==> src/rtl/nubus_block_master.sv <==
// rtl/nubus_block_master.sv - NuBus master engine for single-word and block transfers with retry replay
//
// Request side : req_valid/req_ready/req_addr/req_write/req_len/req_lock accept one transfer.
//                wr_valid/wr_ready/wr_data fill the block buffer for writes.
//                rd_valid/rd_ready/rd_data drain the block buffer after a good read.
//                done pulses once per transfer; status holds the outcome until the next done.
// Bus side     : arb_grant, bus_busy, bus_ack, bus_tm, bus_ad are sampled bus values.
//                rqst_o, start_o, ad_o/ad_oe, tm_o/tm_oe feed the top-level tristate drivers.
// Clock/reset  : nub_clk rising edge; nub_reset asynchronous active-high.

module nubus_block_master #(
    parameter int MAX_BLOCK_LOG2 = 4,
    parameter int WDT_W          = 8,
    parameter int RETRY_MAX      = 3,
    parameter int BACKOFF_W      = 4
) (
    input  logic        nub_clk,
    input  logic        nub_reset,
    input  logic        req_valid,
    output logic        req_ready,
    input  logic [31:0] req_addr,
    input  logic        req_write,
    input  logic [2:0]  req_len,
    input  logic        req_lock,
    input  logic        wr_valid,
    output logic        wr_ready,
    input  logic [31:0] wr_data,
    output logic        rd_valid,
    input  logic        rd_ready,
    output logic [31:0] rd_data,
    output logic        done,
    output logic [1:0]  status,
    input  logic        arb_grant,
    input  logic        bus_busy,
    input  logic        bus_ack,
    input  logic [1:0]  bus_tm,
    input  logic [31:0] bus_ad,
    output logic        rqst_o,
    output logic        start_o,
    output logic [31:0] ad_o,
    output logic        ad_oe,
    output logic [1:0]  tm_o,
    output logic        tm_oe
);

    localparam int DEPTH = 1 << MAX_BLOCK_LOG2;
    localparam int BW    = MAX_BLOCK_LOG2;
    localparam int RW    = $clog2(RETRY_MAX + 2);

    localparam logic [1:0] ST_OK      = 2'b00;
    localparam logic [1:0] ST_ERROR   = 2'b01;
    localparam logic [1:0] ST_TIMEOUT = 2'b10;
    localparam logic [1:0] ST_RETRY   = 2'b11;

    typedef enum logic [2:0] {
        S_IDLE, S_LOAD, S_ARB, S_ADDR, S_DATA, S_BACKOFF, S_DRAIN
    } state_t;

    state_t              state_q, state_n;
    logic [31:2]         addr_q;
    logic                write_q;
    logic [2:0]          len_q;
    logic                lock_q;
    logic [BW-1:0]       beat_q, beat_n;
    logic [WDT_W-1:0]    wdt_q, wdt_n;
    logic [RW-1:0]       retry_q, retry_n;
    logic [BACKOFF_W-1:0] bo_q, bo_n;
    logic                done_q, done_n;
    logic [1:0]          status_q, status_n;
    logic                accept;
    logic                buf_we;
    logic [31:0]         buf_wdata;
    logic [31:0]         buf_mem [DEPTH];
    logic [BW-1:0]       last_idx;
    logic                is_last;
    logic [31:0]         addr_word;
    logic                unused_addr_bits;

    // Byte-lane bits never reach the bus; the address phase always drives 00 there.
    assign unused_addr_bits = ^req_addr[1:0];

    assign last_idx = BW'((32'd1 << len_q) - 32'd1);
    assign is_last  = (beat_q == last_idx);
    assign done     = done_q;
    assign status   = status_q;

    // Block transfers encode the size in the low address bits: a single 1 at
    // position len-1 within the len-bit field starting at bit 2.
    always_comb begin
        addr_word = {addr_q, 2'b00};
        if (len_q != 3'd0) begin
            for (int i = 0; i < 4; i++) begin
                if (i < int'(len_q)) begin
                    addr_word[i+2] = (i == int'(len_q) - 1);
                end
            end
        end
    end

    always_comb begin
        state_n   = state_q;
        beat_n    = beat_q;
        wdt_n     = wdt_q;
        retry_n   = retry_q;
        bo_n      = bo_q;
        done_n    = 1'b0;
        status_n  = status_q;
        accept    = 1'b0;
        buf_we    = 1'b0;
        buf_wdata = bus_ad;
        req_ready = 1'b0;
        wr_ready  = 1'b0;
        rd_valid  = 1'b0;
        rd_data   = 32'd0;
        rqst_o    = 1'b0;
        start_o   = 1'b0;
        ad_o      = 32'd0;
        ad_oe     = 1'b0;
        tm_o      = 2'b00;
        tm_oe     = 1'b0;

        case (state_q)
            S_IDLE: begin
                req_ready = 1'b1;
                if (req_valid) begin
                    accept  = 1'b1;
                    beat_n  = '0;
                    retry_n = '0;
                    if (int'(req_len) > MAX_BLOCK_LOG2) begin
                        done_n   = 1'b1;
                        status_n = ST_ERROR;
                    end else if (req_write) begin
                        state_n = S_LOAD;
                    end else begin
                        state_n = S_ARB;
                    end
                end
            end
            S_LOAD: begin
                wr_ready = 1'b1;
                if (wr_valid) begin
                    buf_we    = 1'b1;
                    buf_wdata = wr_data;
                    if (is_last) begin
                        beat_n  = '0;
                        state_n = S_ARB;
                    end else begin
                        beat_n = beat_q + BW'(1);
                    end
                end
            end
            S_ARB: begin
                rqst_o = 1'b1;
                if (arb_grant && !bus_busy) begin
                    state_n = S_ADDR;
                end
            end
            S_ADDR: begin
                rqst_o  = lock_q;
                start_o = 1'b1;
                ad_oe   = 1'b1;
                ad_o    = addr_word;
                tm_oe   = 1'b1;
                tm_o    = {write_q, 1'b1};
                beat_n  = '0;
                wdt_n   = '0;
                state_n = S_DATA;
            end
            S_DATA: begin
                rqst_o = lock_q;
                ad_oe  = write_q;
                ad_o   = write_q ? buf_mem[beat_q] : 32'd0;
                if (bus_ack) begin
                    state_n = S_IDLE;
                    case (bus_tm)
                        2'b00: begin
                            if (!is_last) begin
                                done_n   = 1'b1;
                                status_n = ST_ERROR;
                            end else if (write_q) begin
                                done_n   = 1'b1;
                                status_n = ST_OK;
                            end else begin
                                buf_we  = 1'b1;
                                beat_n  = '0;
                                state_n = S_DRAIN;
                            end
                        end
                        2'b01: begin
                            done_n   = 1'b1;
                            status_n = ST_ERROR;
                        end
                        2'b10: begin
                            done_n   = 1'b1;
                            status_n = ST_TIMEOUT;
                        end
                        default: begin
                            retry_n = retry_q + RW'(1);
                            if (int'(retry_q) + 1 <= RETRY_MAX) begin
                                bo_n    = '0;
                                state_n = S_BACKOFF;
                            end else begin
                                done_n   = 1'b1;
                                status_n = ST_RETRY;
                            end
                        end
                    endcase
                end else if (bus_tm[0] && !is_last) begin
                    // Intermediate ack: an ack on the last beat must be final, so it is ignored there.
                    buf_we = !write_q;
                    beat_n = beat_q + BW'(1);
                    wdt_n  = '0;
                end else if (wdt_q == {WDT_W{1'b1}}) begin
                    done_n   = 1'b1;
                    status_n = ST_TIMEOUT;
                    state_n  = S_IDLE;
                end else begin
                    wdt_n = wdt_q + WDT_W'(1);
                end
            end
            S_BACKOFF: begin
                rqst_o = lock_q;
                if (bo_q == {BACKOFF_W{1'b1}}) begin
                    beat_n  = '0;
                    state_n = S_ARB;
                end else begin
                    bo_n = bo_q + BACKOFF_W'(1);
                end
            end
            S_DRAIN: begin
                rd_valid = 1'b1;
                rd_data  = buf_mem[beat_q];
                if (rd_ready) begin
                    if (is_last) begin
                        done_n   = 1'b1;
                        status_n = ST_OK;
                        state_n  = S_IDLE;
                    end else begin
                        beat_n = beat_q + BW'(1);
                    end
                end
            end
            default: state_n = S_IDLE;
        endcase
    end

    always_ff @(posedge nub_clk or posedge nub_reset) begin
        if (nub_reset) begin
            state_q  <= S_IDLE;
            addr_q   <= '0;
            write_q  <= 1'b0;
            len_q    <= 3'd0;
            lock_q   <= 1'b0;
            beat_q   <= '0;
            wdt_q    <= '0;
            retry_q  <= '0;
            bo_q     <= '0;
            done_q   <= 1'b0;
            status_q <= ST_OK;
        end else begin
            state_q  <= state_n;
            beat_q   <= beat_n;
            wdt_q    <= wdt_n;
            retry_q  <= retry_n;
            bo_q     <= bo_n;
            done_q   <= done_n;
            status_q <= status_n;
            if (accept) begin
                addr_q  <= req_addr[31:2];
                write_q <= req_write;
                len_q   <= req_len;
                lock_q  <= req_lock;
            end
        end
    end

    // Buffer contents need no reset; they are always written before being driven out.
    always_ff @(posedge nub_clk) begin
        if (buf_we) begin
            buf_mem[beat_q] <= buf_wdata;
        end
    end

endmodule

==> config.mk <==
export PLATFORM = sky130hd
export DESIGN_NAME = nubus_block_master
export DESIGN_NICKNAME = d
export VERILOG_FILES = /design/src/rtl/nubus_block_master.sv
export SDC_FILE = /design/constraint.sdc
export NUM_CORES = 1
export LEC_CHECK = 0
export BUFFER_PORTS_ARGS = -buffer_cell sky130_fd_sc_hd__buf_2
export CORE_ASPECT_RATIO = 0.6
export CORE_MARGIN = 8
export CORE_UTILIZATION = 45
export CTS_CLUSTER_DIAMETER = 40
export DETAILED_ROUTE_END_ITERATION = 16
export GPL_TIMING_DRIVEN = 0
export PLACE_DENSITY = 0.61
export SYNTH_ARGS = -nofsm -noshare
export SYNTH_HDL_FRONTEND = slang
export SYNTH_SLANG_ARGS = --single-unit
==> constraint.sdc <==
create_clock -name nub_clk -period 5.9 [get_ports nub_clk]
set_input_delay 0.885 -clock nub_clk [delete_from_list [all_inputs] [get_ports nub_clk]]
set_output_delay 0.885 -clock nub_clk [all_outputs]
set_load 0.01 [all_outputs]
==> results.yml <==
routing:
  detail_route.first_pass.iterations: 5
  drc: 0
  viasPerCell: 5.98
  via_count: 13000
  wirelength_um: 65900
  avgRoutedWirePerCell_um: 30.3
  ant_nets: 0
  drt_iter0_drc: 1633
grt:
  grtUsageMet2: 0.323
  grt_max_degree: 43
  grt_util_met3: 0.0504
  grt_pass1_wl_um: 94700
  grt_use_total: 0.218
  grt_pass1_vias: 13300
  grt.busiest_layer: "met2"
  met1_usage: 0.321
  antenna_found_initial: 2
  overflow: 0
yosys:
  ys_seq_area_frac: 0.720
  syn_area_um2: 23400
  synth_warnings: 0
  synthDistinctLibCells: 59
  syn_inst: 1159
  ys_ff_latch: 572
  async_reset_ff_frac: 0.105
  syn_nets: 1283
  avgSynthCellArea_um2: 20.2
  synth_edf_count: 512
  ys.flop_type: "edfxtp_1"
critical_path:
  arrival_ns: 3.96
  rrSetupSlack_ns: 1.89
  cp-end-kind: "primary output"
  required_ns: 5.02
  start_kind: "flip-flop"
  worstSetupPathType: "reg -> out"
  startpoint: "beat_q[1]$_DFFE_PP0P_"
  rr_startpoint: "len_q[1]$_DFFE_PP0P_"
  cp_max_fo: 10
clock_tree:
  cts_sinks: 572
  cts_resized: 0
  clk_latency_ns: 0.59
  cts_setup_buffers: 0
  cts-root-buf: "clkbuf_16"
  hold_buffers: 0
  clockBufferDepth: 3
  cts_inserted_buffers: 55
  tritoncts: "done"
  clk_pin_slew_ns: 0.07
  htree_levels: 2
sta:
  worst_pin_slew_ns: 1.28
  rsz0062_at_grt: "no"
  finalCritPeriodShare: 0.822
  fin_skew_ns: 0.00998
  final_max_slew_viol_count: 0
  fmax_mhz: 206
  setup_ws_ns: 1.05
  slew_headroom: 0.144
  finalSetupViolations: 0
  period_needed_ns: 4.85
  hold_viol_final: 0
  fin_tns_setup_ns: 0
layout:
  nFillCells: 3957
  final_common_cell: "edfxtp_1"
  layout_common_cells: "512 x edfxtp_1, 202 x buf_2, 160 x mux4_2, 68 x mux2_2, 60 x dfrtp_1"
  antenna_cells: 0
  layout.nets: 1559
  drive_gt1_frac: 0.399
  syn2layout_area_growth_pct: 17.9
worst_hold_path:
  hold_path.class: "in -> async"
placement:
  dpl_worst_slack_ns: 1.68
  gp_congestion: 0.832
  hpwl_um: 44200
  port_buffers: 184
flow_run:
  maxCapViolCount: 0
power:
  peakVddDrop_uv: 238
  power_mw: 11.6
  power.density_nw_per_um2: 418
  p_leak_nw: 9.31
die:
  ios: 187
  dieArea_um2: 59900
  die_x_um: 311
  core_region_area_um2: 51200
  die_y_um: 193
  start_util: 0.458
  rows: 64
run_status:
  outcome: "complete, no violations"
[worst max-delay path, stage by stage (launching register included)]
cell      delay, ns
dfrtp_1        0.38
buf_2          0.23
clkbuf_1       0.49
buf_1          0.86
mux4_2         0.43
mux4_2         0.50
a22o_1         0.30
buf_2          0.18
[area by class of cell]
cell class | instances | area [um^2] | area share
clock inverter | 35 | 260 | 0.00942
timing repair buffer | 219 | 1470 | 0.0530
sequential | 572 | 16900 | 0.611
tap | 693 | 867 | 0.0314
inverter | 18 | 70.1 | 0.00254
clock buffer | 67 | 1480 | 0.0537
buffer | 70 | 350 | 0.0127
multi-input combinational | 499 | 6260 | 0.227
[final timing paths]
path	to	cells past startpoint
max in group asynchronous	addr_q[17]$_DFFE_PP0P_	3
max reg2reg	buf_mem[15][19]$_DFFE_PP_	9
min in group nub_clk	wdt_q[3]$_DFFE_PP0P_	1
min reg2reg	wdt_q[3]$_DFFE_PP0P_	1
min	retry_q[2]$_DFFE_PP0P_	2
max	ad_o[24]	7
[registers in the layout, indices dropped and copies added (netlist names)]
name / cells
addr_q: 30
wdt_q: 8
lock_q: 1
state_q: 3
retry_q: 3
status: 2
len_q: 3
done: 1
buf_mem: 512
bo_q: 4
beat_q: 4
write_q: 1
[cell usage after synthesis, types with 11 or more instances]
cell      number  area share
a21oi_1       15      0.0032
a22o_1        27       0.010
and2_1        41       0.011
buf_2         18      0.0038
clkbuf_1      32      0.0051
dfrtp_1       60       0.064
edfxtp_1     512        0.66
ha_1          13      0.0069
inv_1         17      0.0027
mux2_2        68       0.033
mux4_2       160        0.15
nand2_1       29      0.0046
nand2b_1      11      0.0029
nor2_1        24      0.0038
o21ai_0       17      0.0036
[power by group]
part,leakage (nW),internal [mW],switching [mW]
Sequential,5.35,4.77,0.123
Clock,0.833,1.89,1.56
Combinational,3.13,1.38,1.84
[per-stage QoR]
step           area [um^2]  hold slack (ns)  cells  utilization
6_report             27600            0.257   2173        0.540
5_1_grt              27600            0.261   2173        0.540
4_1_cts              27600            0.243   2172        0.540
3_5_place_dp         25900            0.487   2070        0.506
3_3_place_gp         25200            0.481   2036        0.493
2_1_floorplan        23400            0.456   1159            -
[metal layers]
metal	vias up	part of all wire
met3	117	0.090
met4	2	0.029
met2	679	0.44
li1	5339	-
met5	-	0.00020
met1	6864	0.44
[kinds of logic after synthesis]
family                     Yosys count  share of synthesized area
muxes                              229                      0.187
AOI/OAI and AO/OA                  107                     0.0336
adders and majority gates           13                    0.00694
buffers and inverters               88                     0.0178
and+or+nand+nor                    145                     0.0331
xor gates and xnor gates             5                    0.00187
DFF                                572                      0.720
No activity file was read; power rests on OpenSTA's default activity.
